File: config.mk
export PLATFORM = sky130hd
export DESIGN_NAME = sa_skew_feeder_flat
export DESIGN_NICKNAME = d
export VERILOG_FILES = /design/src/rtl/sa_pkg.sv /design/src/rtl/sa_skew_feeder_if.sv /design/src/rtl/sa_delay_line.sv /design/src/rtl/sa_skew_feeder.sv /design/src/flat_wrapper.sv
export SDC_FILE = /design/constraint.sdc
export NUM_CORES = 2
export LEC_CHECK = 0
export BUFFER_PORTS_ARGS = -buffer_cell sky130_fd_sc_hd__buf_4
export CORE_AREA = 2 2 410 412
export DETAILED_ROUTE_END_ITERATION = 16
export DIE_AREA = 0 0 412 414
export PLACE_DENSITY = 0.51
export SLEW_MARGIN = 20
export SYNTH_ARGS = -nofsm -noshare
export SYNTH_HDL_FRONTEND = slang
export SYNTH_SLANG_ARGS = --single-unit
export TNS_END_PERCENT = 100
File: constraint.sdc
create_clock -name clk -period 54.6 [get_ports clk]
set_input_delay 8.19 -clock clk [delete_from_list [all_inputs] [get_ports clk]]
set_output_delay 8.19 -clock clk [all_outputs]
set_load 0.1 [all_outputs]
File: src/rtl/sa_pkg.sv
// sa_pkg: shared defaults, FSM state encoding and a lane-slice helper for the
// systolic-array skew feeder.
package sa_pkg;

  localparam int SA_DATA_W = 64;
  localparam int SA_N      = 4;
  localparam int SA_CNT_W  = 4;

  // IDLE: waiting for the first slice of a tile.
  // FEED: mid-tile, slices (or bubbles) being injected.
  // DRAIN: last slice taken, chains flush until the far PE has its operands.
  typedef enum logic [1:0] {
    IDLE  = 2'd0,
    FEED  = 2'd1,
    DRAIN = 2'd2
  } sa_state_t;

  // Extract element idx from a packed lane bus (element idx at idx*W +: W).
  function automatic logic [SA_DATA_W-1:0] lane_slice(
    input logic [SA_N*SA_DATA_W-1:0] lanes,
    input int                        idx
  );
    return lanes[idx*SA_DATA_W +: SA_DATA_W];
  endfunction

endpackage

File: src/rtl/sa_skew_feeder_if.sv
// sa_skew_feeder_if: slice input handshake plus skewed lane outputs of the
// feeder. Optional macro SA_FEED_BACKPRESSURE_EN adds out_ready.
//
// Handshake: a slice (in_a, in_b, in_last) transfers on a rising clock edge
// where in_valid && in_ready are both high. in_valid may rise at any time;
// in_a/in_b/in_last are only looked at on a transfer edge. in_ready does not
// depend on in_valid.
interface sa_skew_feeder_if #(
  parameter int DATA_W = sa_pkg::SA_DATA_W,
  parameter int N      = sa_pkg::SA_N
) ();
  import sa_pkg::*;

  logic                in_valid;
  logic                in_ready;
  logic                in_last;
  logic [N*DATA_W-1:0] in_a;
  logic [N*DATA_W-1:0] in_b;
  logic [N*DATA_W-1:0] a_lane;
  logic [N*DATA_W-1:0] b_lane;
  logic [N-1:0]        lane_vld;
  logic                tile_start;
  logic                tile_done;
  logic                busy;
  sa_state_t           fsm_state;
`ifdef SA_FEED_BACKPRESSURE_EN
  logic                out_ready;

  modport slave (
    input  in_valid, in_last, in_a, in_b, out_ready,
    output in_ready, a_lane, b_lane, lane_vld, tile_start, tile_done, busy,
           fsm_state
  );
  modport master (
    output in_valid, in_last, in_a, in_b, out_ready,
    input  in_ready, a_lane, b_lane, lane_vld, tile_start, tile_done, busy,
           fsm_state
  );
`else
  modport slave (
    input  in_valid, in_last, in_a, in_b,
    output in_ready, a_lane, b_lane, lane_vld, tile_start, tile_done, busy,
           fsm_state
  );
  modport master (
    output in_valid, in_last, in_a, in_b,
    input  in_ready, a_lane, b_lane, lane_vld, tile_start, tile_done, busy,
           fsm_state
  );
`endif

endinterface

File: src/rtl/sa_delay_line.sv
// sa_delay_line: DEPTH-stage shift register carrying {vld, data}; advances
// only when en is high, clears asynchronously on rst.
module sa_delay_line #(
  parameter int DATA_W = 64,
  parameter int DEPTH  = 1
) (
  input  logic          clk,
  input  logic          rst,
  input  logic          en,
  input  logic [DATA_W:0] d,
  output logic [DATA_W:0] q
);

  logic [DATA_W:0] stage [DEPTH];

  // Shift one stage per enabled cycle; hold everything when en is low.
  always_ff @(posedge clk or posedge rst) begin
    if (rst) begin
      for (int s = 0; s < DEPTH; s++) stage[s] <= '0;
    end else if (en) begin
      stage[0] <= d;
      for (int s = 1; s < DEPTH; s++) stage[s] <= stage[s-1];
    end
  end

  assign q = stage[DEPTH-1];

endmodule

File: src/rtl/sa_skew_feeder.sv
// sa_skew_feeder: takes one k-slice (column of A, row of B) per handshake and
// drives the systolic array edge lanes with diagonal skew (lane i delayed by
// i extra cycles, zero bubbles when idle). Pulses tile_start when lane 0
// shows a tile's first slice and tile_done once PE(N-1,N-1) has its last pair.
// Optional macro SA_FEED_BACKPRESSURE_EN adds out_ready, which freezes the
// whole feeder while low.
module sa_skew_feeder #(
  parameter int DATA_W = sa_pkg::SA_DATA_W,
  parameter int N      = sa_pkg::SA_N,
  parameter int CNT_W  = sa_pkg::SA_CNT_W
) (
  input  logic            clk,
  input  logic            rst,
  sa_skew_feeder_if.slave bus
);
  import sa_pkg::*;

  // Last operand pair reaches PE(N-1,N-1) 2N-1 cycles after the last slice
  // edge; counting 2N-2 down to 0 in DRAIN lands tile_done on that cycle.
  // Assumes N >= 2 so the pulse can be raised on the cnt==1 -> 0 step.
  localparam logic [CNT_W-1:0] DRAIN_LEN = CNT_W'(2*N-2);

  sa_state_t        state;
  logic [CNT_W-1:0] cnt;
  logic             tile_start_q;
  logic             tile_done_q;
  logic             adv;
  logic             hs;

`ifdef SA_FEED_BACKPRESSURE_EN
  assign adv = bus.out_ready;
`else
  assign adv = 1'b1;
`endif

  assign bus.in_ready   = (state != DRAIN) && adv;
  assign hs             = bus.in_valid && bus.in_ready;
  assign bus.busy       = (state != IDLE);
  // Pulses are held through stalls and only shown on an advancing cycle, so
  // each appears exactly once.
  assign bus.tile_start = tile_start_q && adv;
  assign bus.tile_done  = tile_done_q && adv;
  assign bus.fsm_state  = state;

  // Tile-boundary FSM with drain counter and registered boundary pulses.
  always_ff @(posedge clk or posedge rst) begin
    if (rst) begin
      state        <= IDLE;
      cnt          <= '0;
      tile_start_q <= 1'b0;
      tile_done_q  <= 1'b0;
    end else if (adv) begin
      tile_start_q <= 1'b0;
      tile_done_q  <= 1'b0;
      case (state)
        IDLE: begin
          if (hs) begin
            tile_start_q <= 1'b1;
            if (bus.in_last) begin
              state <= DRAIN;
              cnt   <= DRAIN_LEN;
            end else begin
              state <= FEED;
            end
          end
        end
        FEED: begin
          if (hs && bus.in_last) begin
            state <= DRAIN;
            cnt   <= DRAIN_LEN;
          end
        end
        DRAIN: begin
          if (cnt == '0) begin
            state <= IDLE;
          end else begin
            cnt <= cnt - 1'b1;
          end
          if (cnt == CNT_W'(1)) tile_done_q <= 1'b1;
        end
        default: state <= IDLE;
      endcase
    end
  end

  // Lane i: i+1 register stages for both A and B so a and b stay aligned at
  // every PE; non-handshake cycles inject a zero bubble with vld=0.
  for (genvar i = 0; i < N; i++) begin : g_lane
    logic [DATA_W:0] a_d, a_q, b_d, b_q;

    assign a_d = hs ? {1'b1, bus.in_a[i*DATA_W +: DATA_W]} : '0;
    assign b_d = hs ? {1'b1, bus.in_b[i*DATA_W +: DATA_W]} : '0;

    sa_delay_line #(.DATA_W(DATA_W), .DEPTH(i+1)) u_a_dly (
      .clk (clk),
      .rst (rst),
      .en  (adv),
      .d   (a_d),
      .q   (a_q)
    );

    sa_delay_line #(.DATA_W(DATA_W), .DEPTH(i+1)) u_b_dly (
      .clk (clk),
      .rst (rst),
      .en  (adv),
      .d   (b_d),
      .q   (b_q)
    );

    assign bus.a_lane[i*DATA_W +: DATA_W] = a_q[DATA_W-1:0];
    assign bus.b_lane[i*DATA_W +: DATA_W] = b_q[DATA_W-1:0];
    assign bus.lane_vld[i]                = a_q[DATA_W] & b_q[DATA_W];
  end

endmodule

File: src/flat_wrapper.sv
// flat-port wrapper written by rule: the top's interface ports become plain ports
module sa_skew_feeder_flat import sa_pkg::*;
#(
  parameter int DATA_W = sa_pkg::SA_DATA_W,
  parameter int N      = sa_pkg::SA_N,
  parameter int CNT_W  = sa_pkg::SA_CNT_W
)
  (clk, rst, bus_in_valid, bus_in_last, bus_in_a, bus_in_b, bus_in_ready, bus_a_lane, bus_b_lane, bus_lane_vld, bus_tile_start, bus_tile_done, bus_busy, bus_fsm_state);
  sa_skew_feeder_if #(.DATA_W(DATA_W), .N(N)) bus_i ();
  input  logic clk;
  input  logic rst;
  input wire logic [$bits(bus_i.in_valid)-1:0] bus_in_valid;
  input wire logic [$bits(bus_i.in_last)-1:0] bus_in_last;
  input wire logic [$bits(bus_i.in_a)-1:0] bus_in_a;
  input wire logic [$bits(bus_i.in_b)-1:0] bus_in_b;
  output wire logic [$bits(bus_i.in_ready)-1:0] bus_in_ready;
  output wire logic [$bits(bus_i.a_lane)-1:0] bus_a_lane;
  output wire logic [$bits(bus_i.b_lane)-1:0] bus_b_lane;
  output wire logic [$bits(bus_i.lane_vld)-1:0] bus_lane_vld;
  output wire logic [$bits(bus_i.tile_start)-1:0] bus_tile_start;
  output wire logic [$bits(bus_i.tile_done)-1:0] bus_tile_done;
  output wire logic [$bits(bus_i.busy)-1:0] bus_busy;
  output wire logic [$bits(bus_i.fsm_state)-1:0] bus_fsm_state;
  assign bus_i.in_valid = bus_in_valid;
  assign bus_i.in_last = bus_in_last;
  assign bus_i.in_a = bus_in_a;
  assign bus_i.in_b = bus_in_b;
  assign bus_in_ready = bus_i.in_ready;
  assign bus_a_lane = bus_i.a_lane;
  assign bus_b_lane = bus_i.b_lane;
  assign bus_lane_vld = bus_i.lane_vld;
  assign bus_tile_start = bus_i.tile_start;
  assign bus_tile_done = bus_i.tile_done;
  assign bus_busy = bus_i.busy;
  assign bus_fsm_state = bus_i.fsm_state;
  sa_skew_feeder #(.DATA_W(DATA_W), .N(N), .CNT_W(CNT_W)) u_core (.clk(clk), .rst(rst), .bus(bus_i));
endmodule
==> summary.txt <==
Clock network
  – Cts hold-fix bufs: 0
  – CTS tree: done
  – Max clock buf depth: 3
  – Clock Latency Late Sink: 790 ps
  – H-tree depth: 4
  – Clock root cell: clkbuf_16
  – CTS resizes: 0
  – CTS clock-pin slew for the worst setup and hold paths: roughly 60 ps
  – Clock tree sinks: about 1,300
  – Setup Buffers After CTS: 0
  – TritonCTS buffer count: 138

Layout
  – Layout fillers: 16,500
  – Fraction of layout cells with a size suffix above 1: about 40%
  – Area Growth Syn to Fin: 30.7%
  – Design area: 0.0512 mm2
  – Layout Nets: between 3,000 and 4,000
  – Sequential cell area: 0.0323 mm2
  – Final core occ: between 30% and 40%
  – Multi-input logic area: 0.00338 mm2

Run
  – MaxCap Viol Count: 0

Route
  – DR WL/cell: between 20 and 25 um
  – Vias per cell: around 3.7
  – ANT nets after route: 0
  – Top Metal Used: met5
  – Met3 Wirelength: approximately 9000 um
  – Final WL: between 100,000 and 150,000 um
  – Met2 routed WL: around 59,000 um
  – DR DRC count: 0
  – Met1 Routed Length: 46,700 um
  – First DRT Iteration DRCs: between 1,000 and 1,500
  – DRT Pass-1 Iters: 5
  – DR vias: about 20,000

Placed design
  – GPL Wtd Cong: 0.882
  – Dpl cell area: roughly 0.046 mm2
  – IO Port Bufs: 1,037
  – Hpwl dp: 84,200 um

GRT
  – Largest net degree at the start of global routing: roughly 200
  – Initial antenna violation count: 20
  – First-pass GRT wire length: about 160,000 um
  – Vias in the first global route: 21,100
  – GRT overflow: 0
  – Gr usage total: 13.6%

Setup path
  – Endpoint class of the critical path: async pin
  – Crit Path Class: in2async
  – WP data required: approximately 55,000 ps
  – CP Max Fanout: ~140
  – Crit path DAT: ~13,000 ps
  – CP Launch Type: primary input

Power
  – Internal: 0.00178 W
  – Clk pwr share: about a third
  – Switching pwr: 0.00106 W
  – Power Density: 55.5 mW/mm2
  – Gate power share: 26.2%
  – Leakage power: 27.5 nW
  – Sw Share: 37.2%
  – Sequential power share: around two fifths
  – Peak VDD IR: around 30 uV

Logic synthesis
  – Top cell type's share of synthesized area: a little over 80%
  – Mapped cell area: 0.0391 mm2
  – Number of synthesized register bits: around 1,300
  – Yosys top cell by area: dfrtp_1
  – Synth unique cells: 25
  – Syn_area_per_cell: 16.7 um2
  – Sequential area share after synthesis: between 80% and 90%
  – Cell count after synthesis: roughly 2,300
  – Synth warn: 0
  – Synth top area cells: dfrtp_1, and3_1, buf_4, clkbuf_1, clkbuf_2
  – Synthesized Nets: around 2,900

Timing
  – Setup TNS: 0 ps
  – RSZ-0062 raised after global routing: no
  – Final Hold Viols: 0
  – Skew final: 31.3 ps
  – Rel. slew slack: around 25%
  – Final period util: approximately 23%
  – Final Max Slew Viols: 0
  – Final Setup Violations: 0
  – Fin crit period: between 10,000 and 15,000 ps
  – F_max: around 81 MHz
  – Worst-margin pin slew: between 1000 and 1500 ps

Die
  – Num rows: 150
  – Ports: about 1,000
  – DIE HEIGHT: about 410 um
  – Initial core utilization: about a quarter
  – Die footprint: 0.171 mm2
  – Core Region: roughly 0.17 mm2
  – Die Wd: roughly 410 um

Min path
  – Hold Crit Class: reg2reg

Outcome
  – Status: complete, no violations
==> cells in the mapped netlist <==
cell / n
and3_1: 513
clkbuf_1: 82
nand2_1: 6
nor4_1: 1
or2_2: 1
inv_1: 6
clkbuf_2: 25
o21ai_0: 2
nor2_1: 4
o21bai_1: 1
or4_1: 1
ha_1: 2
buf_4: 390
mux2_2: 1
inv_2: 1
and2b_1: 1
buf_6: 2
mux2i_1: 1
o2111ai_1: 1
a21oi_2: 1
buf_2: 3
nand3b_1: 1
o221ai_1: 1
nand3_1: 1
dfrtp_1: 1292
==> cells by family (layout without fill, tap and decap cells) <==
group | count (synthesis) | in the layout | share of synthesized area, %
fa+ha+maj | 2 | 2 | 0.0639
flops | 1292 | 1292 | 82.6
compound gates | 6 | 6 | 0.112
simple gates | 529 | 529 | 8.40
mux | 2 | 2 | 0.0544
other cells | 0 | 5 | 0
buf+inv | 509 | 1316 | 8.75
==> power by group through the flow <==
stage	logic, W	clock network, W	registers [W]
after global placement	0.000751	0	0.00117
after floorplan	0.000511	0	0.00127
final	0.000744	0.000937	0.00116
after CTS	0.000754	0.000966	0.00116
after detailed placement	0.000753	0	0.00118
after global routing	0.000770	0.00101	0.00117
==> cells in the final DEF, fill, tap and decap left out, types with 3 or more instances in the layout <==
cell type,Yosys,final
clkbuf_8,0,30
nand2_1,6,6
buf_4,390,1057
inv_6,0,5
clkinv_4,0,3
nor2_1,4,4
bufinv_16,0,5
clkinvlp_4,0,5
diode_2,0,5
and3_1,513,513
clkbuf_1,82,33
inv_16,0,6
dfrtp_1,1292,1292
clkinv_16,0,4
inv_1,6,5
clkinv_2,0,16
clkbuf_16,0,139
==> worst max-delay path, stage by stage <==
cell	delay [ps]
buf_4	130
inv_8	570
buf_4	790
buf_4	710
buf_4	720
buf_4	800
buf_4	900
==> cell type report <==
class                      instances  area share, %
antenna                            5         0.0245
clock buffer                     202           7.85
clock inverter                    46           1.19
inverter                           7         0.0807
multi-input combinational        539           6.60
sequential                      1292           63.2
tap                             2204           5.39
timing repair buffer            1061           15.7
==> routing by layer <==
layer,track usage [%],up-vias
met5,0,-
met3,4.75,163
met4,3.75,8
met1,16.6,10400
li1,-,8615
met2,22.5,655
==> sequential cells by signal (all words and copies together) (netlist names) <==
signal / flops
u_core.bus.fsm_state: 2
u_core.bus.tile_start: 1
u_core.g_lane.u_b_dly.stage: 384
u_core.g_lane.u_a_dly.q: 260
u_core.bus.tile_done: 1
u_core.g_lane.u_b_dly.q: 256
u_core.g_lane.u_a_dly.stage: 384
u_core.cnt: 4
==> through the flow <==
| step | setup WS, ps | hold WS [ps] | power (W) | std cells |
|---|---|---|---|---|
| 4_1_cts | 42000 | 323 | 0.00288 | 5350 |
| 3_5_place_dp | 41130 | 335 | 0.00193 | 5102 |
| 5_1_grt | 41360 | 327 | 0.00295 | 5354 |
| 2_1_floorplan | 9990 | 331 | 0.00179 | 2340 |
| 3_3_place_gp | 41220 | 331 | 0.00192 | 5102 |
| 6_report | 42240 | 323 | 0.00284 | 5356 |
==> worst paths after layout <==
check                                                           to  depth (start not counted)                           startpoint  slack [ps]
worst min-delay path                u_core.g_lane[3].u_b_dly.q[46]                          0  u_core.g_lane[3].u_b_dly.stage[111]         320
min in group asynchronous            u_core.g_lane[2].u_b_dly.q[2]                          2                                  rst        7570
worst min register to register      u_core.g_lane[3].u_b_dly.q[46]                          0  u_core.g_lane[3].u_b_dly.stage[111]         320
max in group clk                                      bus_in_ready                          3              u_core.bus.fsm_state[1]       44110
worst max register to register      u_core.g_lane[0].u_b_dly.q[10]                          6              u_core.bus.fsm_state[1]       50790
worst max-delay path            u_core.g_lane[1].u_a_dly.stage[95]                          7                                  rst       42240
(Power assumes the default switching activity.)
